[config.mk]
export PLATFORM = sky130hd
export DESIGN_NAME = cache_arbiter
export DESIGN_NICKNAME = d
export VERILOG_FILES = /design/src/rtl/rv32i_types.sv /design/src/rtl/cache_arbiter.sv
export SDC_FILE = /design/constraint.sdc
export NUM_CORES = 1
export LEC_CHECK = 0
export CORE_AREA = 2 2 537 539
export DETAILED_ROUTE_END_ITERATION = 12
export DIE_AREA = 0 0 539 541
export PLACE_DENSITY_LB_ADDON = 0.25
export SKIP_CTS_REPAIR_TIMING = 1
export SYNTH_ARGS = -nofsm -noshare
export SYNTH_HDL_FRONTEND = slang
export SYNTH_SLANG_ARGS = --single-unit
export TNS_END_PERCENT = 10
[constraint.sdc]
create_clock -name clk -period 6 [get_ports clk]
set_input_delay 1.5 -clock clk [delete_from_list [all_inputs] [get_ports clk]]
set_output_delay 1.5 -clock clk [all_outputs]
set_load 0.01 [all_outputs]
[src/rtl/rv32i_types.sv]
// ============================================================================
//  Module      : rv32i_types (package)
//  Description : Shared types for the cache arbiter slice: machine word,
//                cache line width and the arbiter state encoding.
//  Revision    : 1.0 - initial release
// ============================================================================
`default_nettype none

package rv32i_types;

    // Architectural machine word
    typedef logic [31:0] rv32i_word;

    // Width of one cache line moved between caches and memory
    localparam int LINE_WIDTH = 256;

    typedef logic [LINE_WIDTH-1:0] line_t;

    // Arbiter FSM states: idle, serving the I-cache, serving the D-cache
    typedef enum logic [1:0] {
        IDLE    = 2'd0,
        SERVE_I = 2'd1,
        SERVE_D = 2'd2
    } arb_state_t;

endpackage : rv32i_types

`default_nettype wire

[src/rtl/cache_arbiter.sv]
// ============================================================================
//  Module      : cache_arbiter
//  Description : Arbitrates one outstanding line transaction between an
//                I-cache and a D-cache onto a single memory port. The granted
//                request's address, write flag and writeback line are latched
//                on grant, so requester changes mid-transaction are ignored.
//                Completion and read data are passed combinationally in the
//                pmem_resp cycle. Tie-break: D-cache wins by default; with
//                CACHE_ARBITER_RR_EN defined, ties alternate (first tie -> D).
//  Revision    : 1.0 - initial release
// ============================================================================
`default_nettype none

module cache_arbiter
    import rv32i_types::*;
(
    input  logic                  clk,
    input  logic                  rst,

    input  logic                  i_read,
    input  rv32i_word             i_address,
    output logic [LINE_WIDTH-1:0] i_rdata,
    output logic                  i_resp,

    input  logic                  d_read,
    input  logic                  d_write,
    input  rv32i_word             d_address,
    input  logic [LINE_WIDTH-1:0] d_wdata,
    output logic [LINE_WIDTH-1:0] d_rdata,
    output logic                  d_resp,

    output logic                  pmem_read,
    output logic                  pmem_write,
    output rv32i_word             pmem_address,
    output logic [LINE_WIDTH-1:0] pmem_wdata,
    input  logic [LINE_WIDTH-1:0] pmem_rdata,
    input  logic                  pmem_resp
);

    arb_state_t state;
    logic       d_req;
    logic       grant_d;

    assign d_req = d_read | d_write;

`ifdef CACHE_ARBITER_RR_EN
    // 1 when the most recent grant went to the D-cache; resets to I
    logic last_grant_d;

    // On a tie, grant whichever requester was not granted last
    assign grant_d = d_req & (~i_read | ~last_grant_d);

    // Remember the winner of every grant taken from IDLE
    always_ff @(posedge clk) begin
        if (rst) begin
            last_grant_d <= 1'b0;
        end else if ((state == IDLE) && (d_req || i_read)) begin
            last_grant_d <= grant_d;
        end
    end
`else
    // Fixed priority: any D-cache request beats the I-cache
    assign grant_d = d_req;
`endif

    // Arbiter FSM with latched memory-side request registers
    always_ff @(posedge clk) begin
        if (rst) begin
            state        <= IDLE;
            pmem_read    <= 1'b0;
            pmem_write   <= 1'b0;
            pmem_address <= '0;
            pmem_wdata   <= '0;
        end else begin
            case (state)
                IDLE: begin
                    if (grant_d) begin
                        state        <= SERVE_D;
                        pmem_address <= d_address;
                        // Read and write together count as a writeback
                        pmem_write   <= d_write;
                        pmem_read    <= ~d_write;
                        pmem_wdata   <= d_write ? d_wdata : '0;
                    end else if (i_read) begin
                        state        <= SERVE_I;
                        pmem_address <= i_address;
                        pmem_write   <= 1'b0;
                        pmem_read    <= 1'b1;
                        pmem_wdata   <= '0;
                    end
                end
                SERVE_I, SERVE_D: begin
                    // Completion returns to IDLE, forcing one idle cycle
                    if (pmem_resp) begin
                        state        <= IDLE;
                        pmem_read    <= 1'b0;
                        pmem_write   <= 1'b0;
                        pmem_address <= '0;
                        pmem_wdata   <= '0;
                    end
                end
                default: begin
                    state        <= IDLE;
                    pmem_read    <= 1'b0;
                    pmem_write   <= 1'b0;
                    pmem_address <= '0;
                    pmem_wdata   <= '0;
                end
            endcase
        end
    end

    // Responses are only issued while serving; a reset cycle abandons the
    // transaction so a coincident pmem_resp is not forwarded
    always_comb begin
        i_resp  = (state == SERVE_I) & pmem_resp & ~rst;
        d_resp  = (state == SERVE_D) & pmem_resp & ~rst;
        i_rdata = i_resp ? pmem_rdata : '0;
        d_rdata = d_resp ? pmem_rdata : '0;
    end

endmodule : cache_arbiter

`default_nettype wire

### Yosys cells after proc, flatten, opt, wreduce, memory -nomap -nowiden

Cells that the tools add are included.
W data, S select, Z words.

| storage, ports and cells | value |
|---|---|
| bits in registers | 292 |
| latch bits | 0 |
| memory bits (writable) | 0 |
| bits in read-only memories | 0 |
| input bits | 582 |
| memories kept | 0 |

| operators by class | value |
|---|---|
| add/sub/neg operators | 0 |
| multipliers | 0 |
| divide/modulo/power cells | 0 |
| order comparisons | 0 |
| equality and inequality tests | 4 |
| shift operators | 0 |
| multiplexer cells | 22 |
| bitwise gates (word level) | 7 |
| reduce and logical (&&, ||, !) cells | 3 |

Operators by type and width:

| cell | count |
|---|---|
| $mux W256 | 6 |
| $pmux W256 S2 | 1 |
| $mux W32 | 3 |
| $pmux W32 S2 | 1 |
| $mux W2 | 3 |
| $mux W1 | 5 |
| $and A1 B1 Y1 | 4 |
| $pmux W1 S2 | 2 |
| $pmux W2 S2 | 1 |
| $ne A3 B3 Y1 const B | 1 |
| $eq A2 B1 Y1 const B | 1 |
| $eq A2 B2 Y1 const B | 1 |
| $logic_not A2 Y1 | 1 |
| $ne A2 B2 Y1 const B | 1 |
| $not A1 Y1 | 2 |
| $reduce_and A2 Y1 | 1 |
| $reduce_or A2 Y1 | 1 |
| $or A1 B1 Y1 | 1 |

### Logic depth before layout (Yosys ltp)

| logic depth | value |
|---|---|
| word-level depth | 4 |
| mapped depth | 8 |
| depth with buffers taken out | 5 |

### Least setup slack after synthesis

OpenSTA, ideal clock, no wires.

| timing | value |
|---|---|
| path type | input to output |
| from | input port rst |
| to | output port d_rdata[100] |
| arrival | 2.692 ns |
| required time | 4.500 ns |
| setup slack | 1.808 ns |
| stages | 6 |
| path buffers | 4 |
| path through | clkbuf_1 and3b_1 clkbuf_1 clkbuf_1 clkbuf_1 and2_1 |

| between the ends | value |
|---|---|
| longest elaborated chain between the ends | 3 |

Ends and longest elaborated chain:

| what | RTL line | source |
|---|---|---|
| start, declared | cache_arbiter.sv:18 | `input logic rst,` |
| $not A1 Y1 | cache_arbiter.sv:117 | `d_resp = (state == SERVE_D) & pmem_resp & ~rst;` |
| $and A1 B1 Y1 | cache_arbiter.sv:117 |  |
| $mux W256 | cache_arbiter.sv:119 | `d_rdata = d_resp ? pmem_rdata : '0;` |
| end, declared | cache_arbiter.sv:29 | `output logic [LINE_WIDTH-1:0] d_rdata,` |

Every way passes these cells.

### Final worst setup path

| timing | value |
|---|---|
| from | input port pmem_resp |
| to | output port d_rdata[46] |

| between the ends | value |
|---|---|
| longest elaborated chain between the ends | 3 |

Ends and longest elaborated chain:

| what | RTL line | source |
|---|---|---|
| start, declared | cache_arbiter.sv:37 | `input logic pmem_resp` |
| $and A1 B1 Y1 (2 in series) | cache_arbiter.sv:117 |  |
| $mux W256 | cache_arbiter.sv:119 |  |

Every way passes these cells.

==> flow_metrics.py <==
metrics = {
    "sta": {
        "fmax_mhz": 189,
        "setup_viol": 0,
        "fin_crit_ns": 5.29,
        "worst_slew_pin_slew_ns": 1.04,
        "drv_slew": 0,
        "finalHoldViolCount": 0,
        "fin_crit_sh_pct": 88.2,
        "maxSlewHeadroom_pct": 30.7,
        "finClkSkew_ns": 0.0195,
        "fin_tns_setup_ns": 0,
        "rsz0062_at_grt": "no",
    },
    "synthesis": {
        "synth_top_family_by_area": "simple AND/OR/NAND/NOR gates",
        "synth_compound_area_share_pct": 13.2,
        "yosys.area_share.adder_pct": 0.242,
        "yosys-top-cells-area": "dfxtp_1 38%, and2_1 21%, nand2b_1 10%, nand4_1 10%, o21ai_1 7.4%",
        "synth-simple-area-share_pct": 42.0,
        "synth_top_area_share_pct": 37.8,
        "yosysMostFrequentCell": "and2_1",
        "synth_edf_count": 0,
        "synthMuxAreaShare_pct": 0,
        "synth_cells": 1916,
        "ys_types": 26,
        "ys_warn_count": 0,
        "synth_common_cells": "513 x and2_1, 292 x dfxtp_1, 258 x nand2b_1",
        "async_reset_ff_share_pct": 0,
        "synth_xor_area_share_pct": 0,
        "ys_seq_area_share_pct": 37.8,
        "ys_ff_latch": 292,
        "synth_top_area_cell": "dfxtp_1",
        "synth_nets": 2501,
        "syn_area_per_cell_um2": 8.08,
        "netlist_area_um2": 15500,
        "synth_flop_cell": "dfxtp_1",
    },
    "hold_path": {
        "hold_path_depth": 1,
        "whs_endpoint": "pmem_address[16]$_SDFFE_PP0P_",
        "hp-start": "pmem_address[16]$_SDFFE_PP0P_",
        "min_path_type": "register to register",
    },
    "setup_path": {
        "cp-start-kind": "input port",
        "reg2reg_from": "state[1]$_SDFFE_PP0P_",
        "crit_type": "input port to primary output",
        "timing.rr.end": "pmem_wdata[25]$_SDFFE_PP0P_",
        "reg2reg_slack_ns": 3.00,
        "critPathMaxFanout": 82,
        "crit_arrival_ns": 3.79,
        "worstPathRequired_ns": 4.50,
        "worstSetupEndpointType": "primary output",
        "rr_worst_depth": 6,
    },
    "clock_network": {
        "cts_made_buffers": 46,
        "cts_tree": "built",
        "clk_pin_slew_ns": 0.05,
        "clock_sinks": 292,
        "htreeDepth": 2,
        "cts_buffer_depth": 3,
        "clock_latency_ns": 0.67,
        "cts.root.buffer_cell": "clkbuf_16",
    },
    "global_routing": {
        "grt_max_degree": 168,
        "antenna_found_initial": 139,
        "track_usage_pct": 13.3,
        "overflow": 0,
        "grt_pass1_vias": 20800,
        "grt_pass1_wl_mm": 251,
    },
    "placed_design": {
        "port-buffer-count": 1385,
        "gp_congestion": 0.897,
        "dp_hpwl_mm": 175,
        "post_dp_cell_area_um2": 34000,
        "dp_cells": 6895,
    },
    "floorplan": {
        "initial_utilization_pct": 5.41,
        "die_w_um": 539,
        "coreArea_um2": 286000,
        "rows": 197,
        "fp.dieH_um": 541,
        "io_pins": 1386,
        "die_area_um2": 292000,
    },
    "route": {
        "drt_pass1_iterations": 5,
        "antenna_left": 0,
        "avgViaCountPerCell": 2.93,
        "dr.first_iter.drc_count": 1258,
        "drc": 0,
        "post_drt_wl_per_cell_um": 29.0,
        "routed_wl_mm": 203,
        "vias": 20500,
    },
    "run_status": {
        "outcome": "finished clean",
    },
    "cells_and_area": {
        "fin_util_pct": 12.4,
        "nNetsFinal": 3747,
        "nFillCells": 32800,
        "seqCellArea_um2": 5850,
        "multi_input_area_um2": 8620,
        "instances_no_fill": 6999,
        "areaGrowthSynthToFinish_pct": 130,
        "final_area_um2": 35600,
        "drive_gt1_share_pct": 6.20,
    },
    "power": {
        "powerDensity_nw_per_um2": 204,
        "p_leak_nw": 11.2,
        "vdd_ir_drop_max_uv": 241,
    },
    "job": {
        "maxCapViolCount": 0,
    },
}
-- cell families (layout without fill, tap and decap cells) --
group	Yosys count	count (layout)
AND/OR/NAND/NOR	1037	1037
AO/OA/AOI/OAI	359	359
adder cells (fa/ha/maj)	3	3
buffers and inverters	225	1505
other	0	22
flip-flops	292	292
-- through the flow --
stage               power [mW]  hold slack [ns]  worst slack, ns
CTS                       7.47            0.463            0.673
finish                    7.24            0.456            0.706
detailed placement        4.42            0.446            0.692
global placement          4.44            0.448            0.658
global route              7.62            0.483            0.606
floorplan                 2.91            0.458             1.81
-- worst max path at each step --
| stage | startpoint | to | slack (ns) | cells past startpoint |
|---|---|---|---|---|
| 6_report | pmem_resp | d_rdata[46] | 0.71 | 6 |
| 5_1_grt | pmem_resp | d_rdata[115] | 0.61 | 6 |
| 4_1_cts | pmem_resp | d_rdata[46] | 0.67 | 6 |
| 3_5_place_dp | pmem_resp | d_rdata[226] | 0.69 | 6 |
| 3_3_place_gp | pmem_resp | d_rdata[89] | 0.66 | 6 |
| 2_1_floorplan | rst | d_rdata[100] | 1.81 | 6 |
-- final cells by class --
class                   instances  area share [%]
repair buffers               1421            41.5
multi-input cells            1399            24.2
flip-flops and latches        292            16.4
well taps                    3781            13.3
clock buffers                  64            3.77
clock inverters                18           0.567
diodes                         22           0.155
inverters                       2          0.0211
-- critical path, stage by stage --
cell             delay (ns)
clkdlybuf4s50_1        0.53
and3b_4                0.35
buf_12                 0.33
buf_4                  0.25
and2_1                 0.16
clkdlybuf4s50_1        0.55
-- where the power goes --
group	total, mW	internal [mW]	switching (mW)
combinational	2.15	0.933	1.22
clock	2.90	1.66	1.24
sequential	2.19	2.10	0.0890
-- state kept, by name, summed over array words and instances (netlist names) --
name,flops
pmem_read,1
pmem_wdata,256
state,2
pmem_address,32
pmem_write,1
-- cell usage in the layout (no fill, tap or decap), types with 2 or more instances in the layout --
cell             synthesis  layout
a21oi_1                  2       2
a31oi_1                 33      33
and2_1                 513     512
and3b_4                  0       2
buf_12                   0      64
buf_4                    0      48
buf_8                    0       2
bufinv_16                0       2
clkbuf_1               180       7
clkbuf_16                0      47
clkbuf_8                 0      10
clkdlybuf4s50_1          0    1307
clkinv_4                 0       2
clkinvlp_4               0       7
dfxtp_1                292     292
diode_2                  0      22
ha_1                     3       3
inv_1                    2       2
inv_6                    0       4
nand2b_1               258     257
nand4_1                256     256
o21a_1                  33      33
o21ai_0                 27      27
o21ai_1                229     229
o2bb2ai_1               33      33
-- routing by layer --
layer | share of wire (%) | wire, um | track usage (%) | vias up
met2 | 47 | 95100 | 22.3 | 1245
met4 | 2.1 | 4220 | 2.65 | 14
met3 | 12 | 23800 | 6.47 | 252
met1 | 39 | 79800 | 15.3 | 9835
li1 | - | - | - | 9128
met5 | 0.044 | 89 | 0 | -
No activity file was read; power rests on OpenSTA's default activity.
